--- src/rtl/mux4_scan_ctrl.sv ---
// mux4_scan_ctrl: steps s1/s0 over a 4:1 mux (clk, rst, start/cont/stop, y in; s1/s0, frame, frame_valid, busy out)
module mux4_scan_ctrl #(
  parameter int DWELL = 4
) (
  input  logic       clk,
  input  logic       rst,
  input  logic       start,
  input  logic       cont,
  input  logic       stop,
  input  logic       y,
  output logic       s1,
  output logic       s0,
  output logic [3:0] frame,
  output logic       frame_valid,
  output logic       busy
);
  localparam int CW = $clog2(DWELL);
  localparam logic [CW-1:0] LAST = CW'(DWELL - 1);
  localparam logic [0:0] IDLE = 1'b0;
  localparam logic [0:0] SCAN = 1'b1;
  logic [0:0] state_q, state_d;
  logic [1:0] sel_q, sel_d;
  logic [CW-1:0] cnt_q, cnt_d;
  logic [2:0] shadow_q, shadow_d;
  logic stop_pend_q, stop_pend_d;
  logic [3:0] frame_q, frame_d;
  logic fv_q, fv_d;
  always_comb begin
    state_d = state_q;
    sel_d = sel_q;
    cnt_d = cnt_q;
    shadow_d = shadow_q;
    stop_pend_d = stop_pend_q;
    frame_d = frame_q;
    fv_d = 1'b0;
    if (state_q == IDLE) begin
      state_d = start ? SCAN : IDLE;
      sel_d = 2'd0;
      cnt_d = '0;
    end else begin
      stop_pend_d = stop_pend_q | stop;
      cnt_d = (cnt_q == LAST) ? '0 : cnt_q + CW'(1);
      if (cnt_q == LAST && sel_q != 2'd3) begin
        shadow_d = {sel_q == 2'd2 ? y : shadow_q[2],
                    sel_q == 2'd1 ? y : shadow_q[1],
                    sel_q == 2'd0 ? y : shadow_q[0]};
        sel_d = sel_q + 2'd1;
      end else if (cnt_q == LAST) begin
        frame_d = {y, shadow_q};
        fv_d = 1'b1;
        sel_d = 2'd0;
        stop_pend_d = 1'b0;
        state_d = (cont && !stop_pend_q && !stop) ? SCAN : IDLE;
      end
    end
  end
  always_ff @(posedge clk or posedge rst) begin
    if (rst) begin
      state_q <= IDLE;
      sel_q <= 2'd0;
      cnt_q <= '0;
      shadow_q <= 3'd0;
      stop_pend_q <= 1'b0;
      frame_q <= 4'd0;
      fv_q <= 1'b0;
    end else begin
      state_q <= state_d;
      sel_q <= sel_d;
      cnt_q <= cnt_d;
      shadow_q <= shadow_d;
      stop_pend_q <= stop_pend_d;
      frame_q <= frame_d;
      fv_q <= fv_d;
    end
  end
  assign {s1, s0} = sel_q;
  assign frame = frame_q;
  assign frame_valid = fv_q;
  assign busy = state_q == SCAN;
endmodule
--- config.mk ---
export PLATFORM = sky130hd
export DESIGN_NAME = mux4_scan_ctrl
export DESIGN_NICKNAME = d
export VERILOG_FILES = /design/src/rtl/mux4_scan_ctrl.sv
export SDC_FILE = /design/constraint.sdc
export NUM_CORES = 1
export LEC_CHECK = 0
export BUFFER_PORTS_ARGS = -buffer_cell sky130_fd_sc_hd__buf_2
export CAP_MARGIN = 40
export CORE_MARGIN = 1
export CORE_UTILIZATION = 40
export DETAILED_ROUTE_END_ITERATION = 7
export SLEW_MARGIN = 20
export SYNTH_ARGS = -nofsm -noshare
export SYNTH_HDL_FRONTEND = slang
export SYNTH_SLANG_ARGS = --single-unit
--- constraint.sdc ---
create_clock -name clk -period 1.75 [get_ports clk]
set_input_delay 0.175 -clock clk [delete_from_list [all_inputs] [get_ports clk]]
set_output_delay 0.175 -clock clk [all_outputs]
set_load 0.05 [all_outputs]
==> flow_summary.toml, run 1 <==
[final_layout]
diodes = 0
seq_area_um2 = 350
fill_cells = 138
final_cells = 80
multi_input_area_um2 = 279
postLayoutCellArea_um2 = 776
postLayoutCoreUtil = 0.515
final_nets = 76
drive_gt1_frac = 0.359
area_delta_synth_final_pct = 19.5

[die]
rows = 14
die-height_um = 42.3
fp.coreArea_um2 = 1510
dieArea_um2 = 1790
ios = 14
start_util = 0.431
chipWidth_um = 42.3

[timing]
finalClockSkew_ps = 2.17
tns_ps = 0
fmax_mhz = 707
worstMarginPinSlew_ps = 533
fin_crit_ps = 1410
finalHoldViolations = 0
worst_slack_ps = 336
final_max_slew_viol_count = 0
min_period_over_period = 0.808
hold_ws_ps = 120
finalSetupViolations = 0
maxSlewHeadroom = 0.645
rsz0062_at_grt = "no"

[logic_synthesis]
synthCells = 47
synth.most_common_cell = "dfrtp_1"
postSynthAreaPerCell_um2 = 13.8
async_reset_ff_frac = 1.00
yosys.area.top_type = "dfrtp_1"
ys_ff_latch = 14
synth_edf_count = 0
syn_nets = 58
synth_area_leaders = "dfrtp_1, ha_1, mux2_1, mux2_4, nand4b_1"
ys_types = 20
synthTopCellsByCount = "dfrtp_1, ha_1, mux2_1"
ys.flop_type = "dfrtp_1"
ys_seq_area_frac = 0.539
syn_area_um2 = 649
ys_warn_count = 0
synth_top_area_frac = 0.539

[drt]
vias = 392
wl_per_cell_um = 12.0
drc = 0
drtAntennaViolNets = 0
dr.pass1.iters = 4
drt_iter0_drc = 3
via_per_inst = 4.90
wirelength_um = 962

[global_route]
overflow = 0
antenna_found_initial = 0
grt_pass1_vias = 382
grt_usage = 0.129
grt_first_pass_wirelength_um = 1680
grt_max_degree = 15

[hold_path]
hold_class = "primary input to register"

[pwr]
p_int_uw = 832
p_clk_frac = 0.158
power_density_nw_per_um2 = 1850
p_comb_frac = 0.455
total_power_mw = 1.44
sequentialPowerShare = 0.388
vdd_drop_max_v = 0.000897
switching_share = 0.422
power.switching_uw = 606
leakagePower_nw = 0.380

[clock_network]
htree_levels = 1
post_cts_buffers = 0
cts_sinks = 14
root_buffer = "clkbuf_4"
cts_max_path_buffers = 2
cts_tree = "yes"
cts_inserted_buffers = 3
clk_latency_ps = 280
clk_pin_slew_worst_paths_ps = 80

[setup_path]
required_ps = 1920
worstPathMaxFanout = 6
crit_type = "register to register"
cp-start-kind = "register"
endpoint_kind = "register"
worstPathArrival_ps = 1580

[placed_design]
dpl.hpwl_um = 691
port_buffers = 13
post-place-cells = 75
place_congestion = 0.634
dpl_cell_area_um2 = 729
pre_cts_ws_ps = 331

[job]
drv_cap = 0

[run_status]
status = "finished clean"
[placed cells by master (no fill, tap or decap), types with 2 or more instances in the layout]
master / instances
buf_2: 13
clkbuf_4: 3
dfrtp_1: 14
ha_1: 5
inv_1: 3
mux2_1: 4
mux2_4: 3
nand4b_1: 3
nor3b_1: 2
[timing repair]
| action | 4_1_cts | 5_1_grt |
|---|---|---|
| hold buffers | 1 | 0 |
| endpoints found under the hold margin | 14 | 0 |
| resized for setup | 0 | 0 |
[worst paths after layout]
check / start / endpoint / slack, ps / cells past startpoint
hold reg to reg: cnt_q[0] / cnt_q[0] / 440 / 1
max in group asynchronous: rst / cnt_q[0] / 920 / 3
min in group asynchronous: rst / shadow_q[2] / 480 / 3
setup reg to reg: sel_q[0] / frame[3] / 340 / 4
hold / removal: start / busy / 120 / 2
setup / recovery: sel_q[0] / frame[3] / 340 / 4
[state kept, by name (all words and copies together), names as in the netlist]
name	cells
frame	4
shadow_q	3
cnt_q	2
sel_q	2
busy	1
frame_valid	1
stop_pend_q	1
[logic make-up (layout without fill, tap and decap cells)]
group,after synthesis,in the layout,share of synthesized area
adder cells (fa/ha/maj),5,5,0.0963
AO/OA/AOI/OAI,4,4,0.0443
buffers and inverters,5,22,0.0308
multiplexers,7,7,0.139
flip-flops,14,14,0.540
AND/OR/NAND/NOR,12,12,0.150
[routing by layer]
| layer | wire length, um | up-vias | track usage |
|---|---|---|---|
| met4 | 0 | 0 | 0.0188 |
| met3 | 49 | 0 | 0.0776 |
| met1 | 476 | 187 | 0.170 |
| met5 | 0 | - | 0 |
| met2 | 437 | 10 | 0.188 |
| li1 | - | 195 | - |
[final cells by class]
cell class              instances  area share
clock buffers                   4      0.0468
inverters                       4      0.0194
multi-input cells              28       0.360
flip-flops and latches         14       0.452
well taps                      16      0.0258
repair buffers                 14      0.0968
[power by group through the flow]
stage	Sequential (mW)	Combinational (mW)	Clock, mW
2_1_floorplan	0.777	0.304	0
3_3_place_gp	0.562	0.657	0
3_5_place_dp	0.566	0.654	0
4_1_cts	0.559	0.659	0.239
5_1_grt	0.575	0.710	0.253
6_report	0.558	0.654	0.227
[critical path: stages, from the launching register on]
cell	delay (ps)
dfrtp_1	440
ha_1	310
nand3_4	140
inv_2	100
mux2_1	310
Note: power is estimated with default switching activity, not from simulation.
==> inputs of run 2 (changes only) <==
==> constraint.sdc (replaced) <==
create_clock -name clk -period 1.4 [get_ports clk]
set_input_delay 0.14 -clock clk [delete_from_list [all_inputs] [get_ports clk]]
set_output_delay 0.14 -clock clk [all_outputs]
set_load 0.05 [all_outputs]
==> run 2 against run 1 <==
Worst setup slack worse by 210 ps. Clock power up 22%. Cell count unchanged. Routed wire length up 0.73%. Worst hold slack worse by 3.1 ps. Count of clock-buffer cells in the layout unchanged. Die area unchanged. Utilization up 1.2 points. Critical endpoint unchanged.
==> flow_summary.toml, run 2 (synthesis results as in run 1) <==
[timing]
finalHoldViolations = 0
finalClockSkew_ps = 10.1
maxSlewHeadroom = 0.648
worstMarginPinSlew_ps = 527
tns_ps = 0
min_period_over_period = 0.907
rsz0062_at_grt = "no"
finalSetupViolations = 0
hold_ws_ps = 117
fmax_mhz = 787
fin_crit_ps = 1270
final_max_slew_viol_count = 0

[die]
dieArea_um2 = 1790
ios = 14
chipWidth_um = 42.3
die-height_um = 42.3
start_util = 0.431
fp.coreArea_um2 = 1510
rows = 14

[drt]
drtAntennaViolNets = 0
via_per_inst = 4.85
wirelength_um = 969
drt_iter0_drc = 3
wl_per_cell_um = 12.1
dr.pass1.iters = 2
vias = 388
drc = 0

[pwr]
switching_share = 0.419
leakagePower_nw = 0.375
p_int_mw = 1.06
p_clk_frac = 0.151
power.switching_uw = 766
power_density_nw_per_um2 = 2300
vdd_drop_max_v = 0.00114
p_comb_frac = 0.457
sequentialPowerShare = 0.392

[placed_design]
dpl_cell_area_um2 = 746
port_buffers = 13
place_congestion = 0.724

[global_route]
antenna_found_initial = 0
grt_pass1_vias = 375
grt_max_degree = 15
grt_usage = 0.124
grt_first_pass_wirelength_um = 1610
overflow = 0

[clock_network]
post_cts_buffers = 0
cts_inserted_buffers = 3
clk_pin_slew_worst_paths_ps = 80
cts_max_path_buffers = 2
clk_latency_ps = 270
cts_sinks = 14
cts_tree = "yes"
root_buffer = "clkbuf_4"
htree_levels = 1

[run_status]
status = "finished clean"

[final_layout]
final_cell_mix = "buf_2, dfrtp_1, mux2_1"
area_delta_synth_final_pct = 22.4
largest_reg_flops = 4
fill_cells = 129
postLayoutCellArea_um2 = 795
final_nets = 76
diodes = 0
layout_commonest_cell = "buf_2"
drive_gt1_frac = 0.438

[hold_path]
hold_class = "primary input to register"
hold_depth = 2
worstHoldEndpoint = "busy"
hp-start = "start"

[setup_path]
cp-start-kind = "register"
required_ps = 1560
reg2reg_from = "cnt_q[0]"
crit_type = "register to register"
slowest_stage = "dfrtp_1"
critPathTopFamily = "flip-flops"
endpoint_kind = "register"
worstPathArrival_ps = 1430
crit_chain = "ha_2, nand3_4, inv_2, mux2_1"
r2r-end = "frame[3]"
reg2reg_depth = 4
crit_buf_inv = 1
crit_path_max_incr_delay_ps = 360
rrSetupSlack_ps = 130
worstPathMaxFanout = 8

[job]
drv_cap = 0
[run 2: cell type report]
cell class	count	area, um^2	share of cell area
Sequential cell	14	354	0.446
Timing Repair Buffer	14	75.1	0.0945
Tap cell	16	20.0	0.0252
Inverter	4	15.0	0.0189
Clock buffer	4	36.3	0.0457
Multi-Input combinational cell	28	294	0.370
[run 2: power groups by stage]
stage | registers, mW | clock network, mW | logic, mW
detailed placement | 0.724 | 0 | 0.837
finish | 0.716 | 0.277 | 0.836
floorplan | 0.990 | 0 | 0.388
global route | 0.738 | 0.304 | 0.904
global placement | 0.720 | 0 | 0.829
CTS | 0.716 | 0.291 | 0.843
[run 2: routing by layer]
metal / share of wire / GRT usage
met1: 0.52 / 0.169
met2: 0.45 / 0.178
met3: 0.023 / 0.0776
met4: 0 / 0
met5: 0 / 0
[run 2: repair_timing]
item,in CTS,in global routing
hold buffers,1,0
endpoints found under the hold margin,14,0
gates resized for setup,0,1
endpoints found under the setup margin,0,1
[run 2: worst max path at each step]
stage | start | endpoint | slack, ps | depth (start not counted)
floorplan | sel_q[1] | frame[3] | 20 | 4
global placement | cnt_q[0] | frame[3] | 90 | 4
detailed placement | cnt_q[0] | frame[3] | 50 | 4
CTS | cnt_q[0] | frame[3] | 40 | 4
global route | cnt_q[0] | frame[3] | 50 | 4
finish | cnt_q[0] | frame[3] | 130 | 4
[run 2: through the flow]
step / std cells / utilization / total power, mW / setup WS, ps
final: 80 / 0.527 / 1.83 / 130
after global routing: 80 / 0.527 / 1.95 / 51.4
after CTS: 80 / 0.526 / 1.85 / 38.9
after detailed placement: 75 / 0.495 / 1.56 / 49.9
after global placement: 75 / 0.495 / 1.55 / 86.9
after floorplan: 47 / - / 1.38 / 20.1
==> inputs of run 3 (changes only) <==
==> constraint.sdc (replaced) <==
create_clock -name clk -period 1.1 [get_ports clk]
set_input_delay 0.11 -clock clk [delete_from_list [all_inputs] [get_ports clk]]
set_output_delay 0.11 -clock clk [all_outputs]
set_load 0.05 [all_outputs]
==> run 3 against run 2 <==
The run now ends with negative setup slack left. Cell area rose by 19%. Total power increased by 47%. Worst hold slack lost 67 ps. Count of clock-buffer cells in the layout unchanged. Routed wire length increased by 23%. Global-route usage rose by 3.9 points. Critical path depth fell by 1. Largest power group unchanged. Highest routed layer unchanged.
==> flow_summary.toml, run 3 (synthesis results as in run 1) <==
[clock_network]
clk_latency_ps = 270
cts_tree = "yes"
htree_levels = 1
cts_max_path_buffers = 2
root_buffer = "clkbuf_4"
clk_pin_slew_worst_paths_ps = 80
cts_sinks = 14
cts_inserted_buffers = 3

[global_route]
grt_first_pass_wirelength_um = 2060
grt_pass1_vias = 462
grt_max_degree = 10
grt_usage = 0.163
antenna_found_initial = 0
overflow = 0

[drt]
wl_per_cell_um = 13.0
drtAntennaViolNets = 0
wirelength_um = 1200
drt_iter0_drc = 2
drc = 0
via_per_inst = 4.93
dr.pass1.iters = 2
vias = 454

[placed_design]
place_congestion = 0.678
dpl.hpwl_um = 851
port_buffers = 13

[pwr]
leakagePower_nw = 0.455
power_density_nw_per_um2 = 2840
total_power_mw = 2.69
vdd_drop_max_v = 0.00142

[timing]
finalHoldViolations = 0
rsz0062_at_grt = "yes"
worstMarginPinSlew_ps = 340
worst_slack_ps = -182
tns_ps = -1400
maxSlewHeadroom = 0.773
finalSetupViolations = 12
fmax_mhz = 780
min_period_over_period = 1.17
finalClockSkew_ps = 6.40
hold_ws_ps = 50.1
fin_crit_ps = 1280
final_max_slew_viol_count = 0

[hold_path]
hold_class = "primary input to register"
hp-start = "start"

[final_layout]
fill_cells = 121
final_nets = 88
postLayoutCoreUtil = 0.628
largest_reg_flops = 4
drive_gt1_frac = 0.566
layout_commonest_cell = "dfrtp_1"
diodes = 0
final_cell_mix = "dfrtp_1, buf_2, buf_4"
area_delta_synth_final_pct = 45.7

[setup_path]
slowest_stage = "dfrtp_2"
endpoint_kind = "register"
critPathTopFamily = "flip-flops"
cp-start-kind = "register"
critPathLaunch = "sel_q[0]"
required_ps = 1260
reg2reg_from = "sel_q[0]"
worstPathMaxFanout = 5
worstPathArrival_ps = 1440
crit_type = "register to register"
crit_buf_inv = 0
crit_path_max_incr_delay_ps = 450
crit_chain = "ha_4, nand4b_1, mux2_4"

[run_status]
status = "complete, but fails checks"
violations = "negative setup slack"

[job]
drv_cap = 0

[die]
ios = 14
die-height_um = 42.3
fp.coreArea_um2 = 1510
start_util = 0.431
rows = 14
chipWidth_um = 42.3
dieArea_um2 = 1790
==> run 3: cell types whose count changed in the layout (fill, tap and decap cells not counted), sizes merged <==
cell,delta
buf,+12
==> run 3: worst paths after layout <==
| check | end | slack, ps | cells past startpoint |
|---|---|---|---|
| max in group asynchronous | shadow_q[1] | 360 | 4 |
| min in group asynchronous | frame_valid | 330 | 3 |
| worst max register to register | shadow_q[1] | -180 | 3 |
| worst min register to register | shadow_q[2] | 510 | 1 |
| worst max-delay path | shadow_q[1] | -180 | 3 |
| worst min-delay path | busy | 50 | 2 |
==> run 3: per-stage QoR <==
stage | area [um^2] | worst slack [ps] | std cells
3_3_place_gp | 802 | -190 | 82
2_1_floorplan | 669 | -273 | 47
5_1_grt | 946 | -240 | 92
6_report | 946 | -182 | 92
3_5_place_dp | 802 | -232 | 82
4_1_cts | 918 | -178 | 91
==> run 3: repair_timing <==
item / in CTS / in global routing
endpoints found under the hold margin: 8 / 0
endpoints found under the setup margin: 15 / 14
gates resized for setup: 14 / 6
gates cloned: 0 / 0
hold buffers: 1 / 0
setup buffers: 4 / 2
pin swaps: 4 / 2
==> run 3: area by class of cell <==
type / count / area (um^2) / share of cell area
timing repair buffer: 26 / 206 / 0.218
multi-input combinational: 28 / 324 / 0.343
clock buffer: 4 / 26.3 / 0.0278
sequential: 14 / 354 / 0.374
tap: 16 / 20.0 / 0.0212
inverter: 4 / 15.0 / 0.0159
==> run 3: where the power goes <==
part | internal (mW) | switching, mW
clock | 0.140 | 0.153
sequential | 0.741 | 0.178
combinational | 0.727 | 0.746
==> run 3: per-layer routing <==
layer,track usage,part of all wire,vias up
li1,-,-,221
met1,0.194,0.43,217
met2,0.255,0.51,16
met3,0.0517,0.054,0
met4,0.0938,0,0
met5,0,0,-
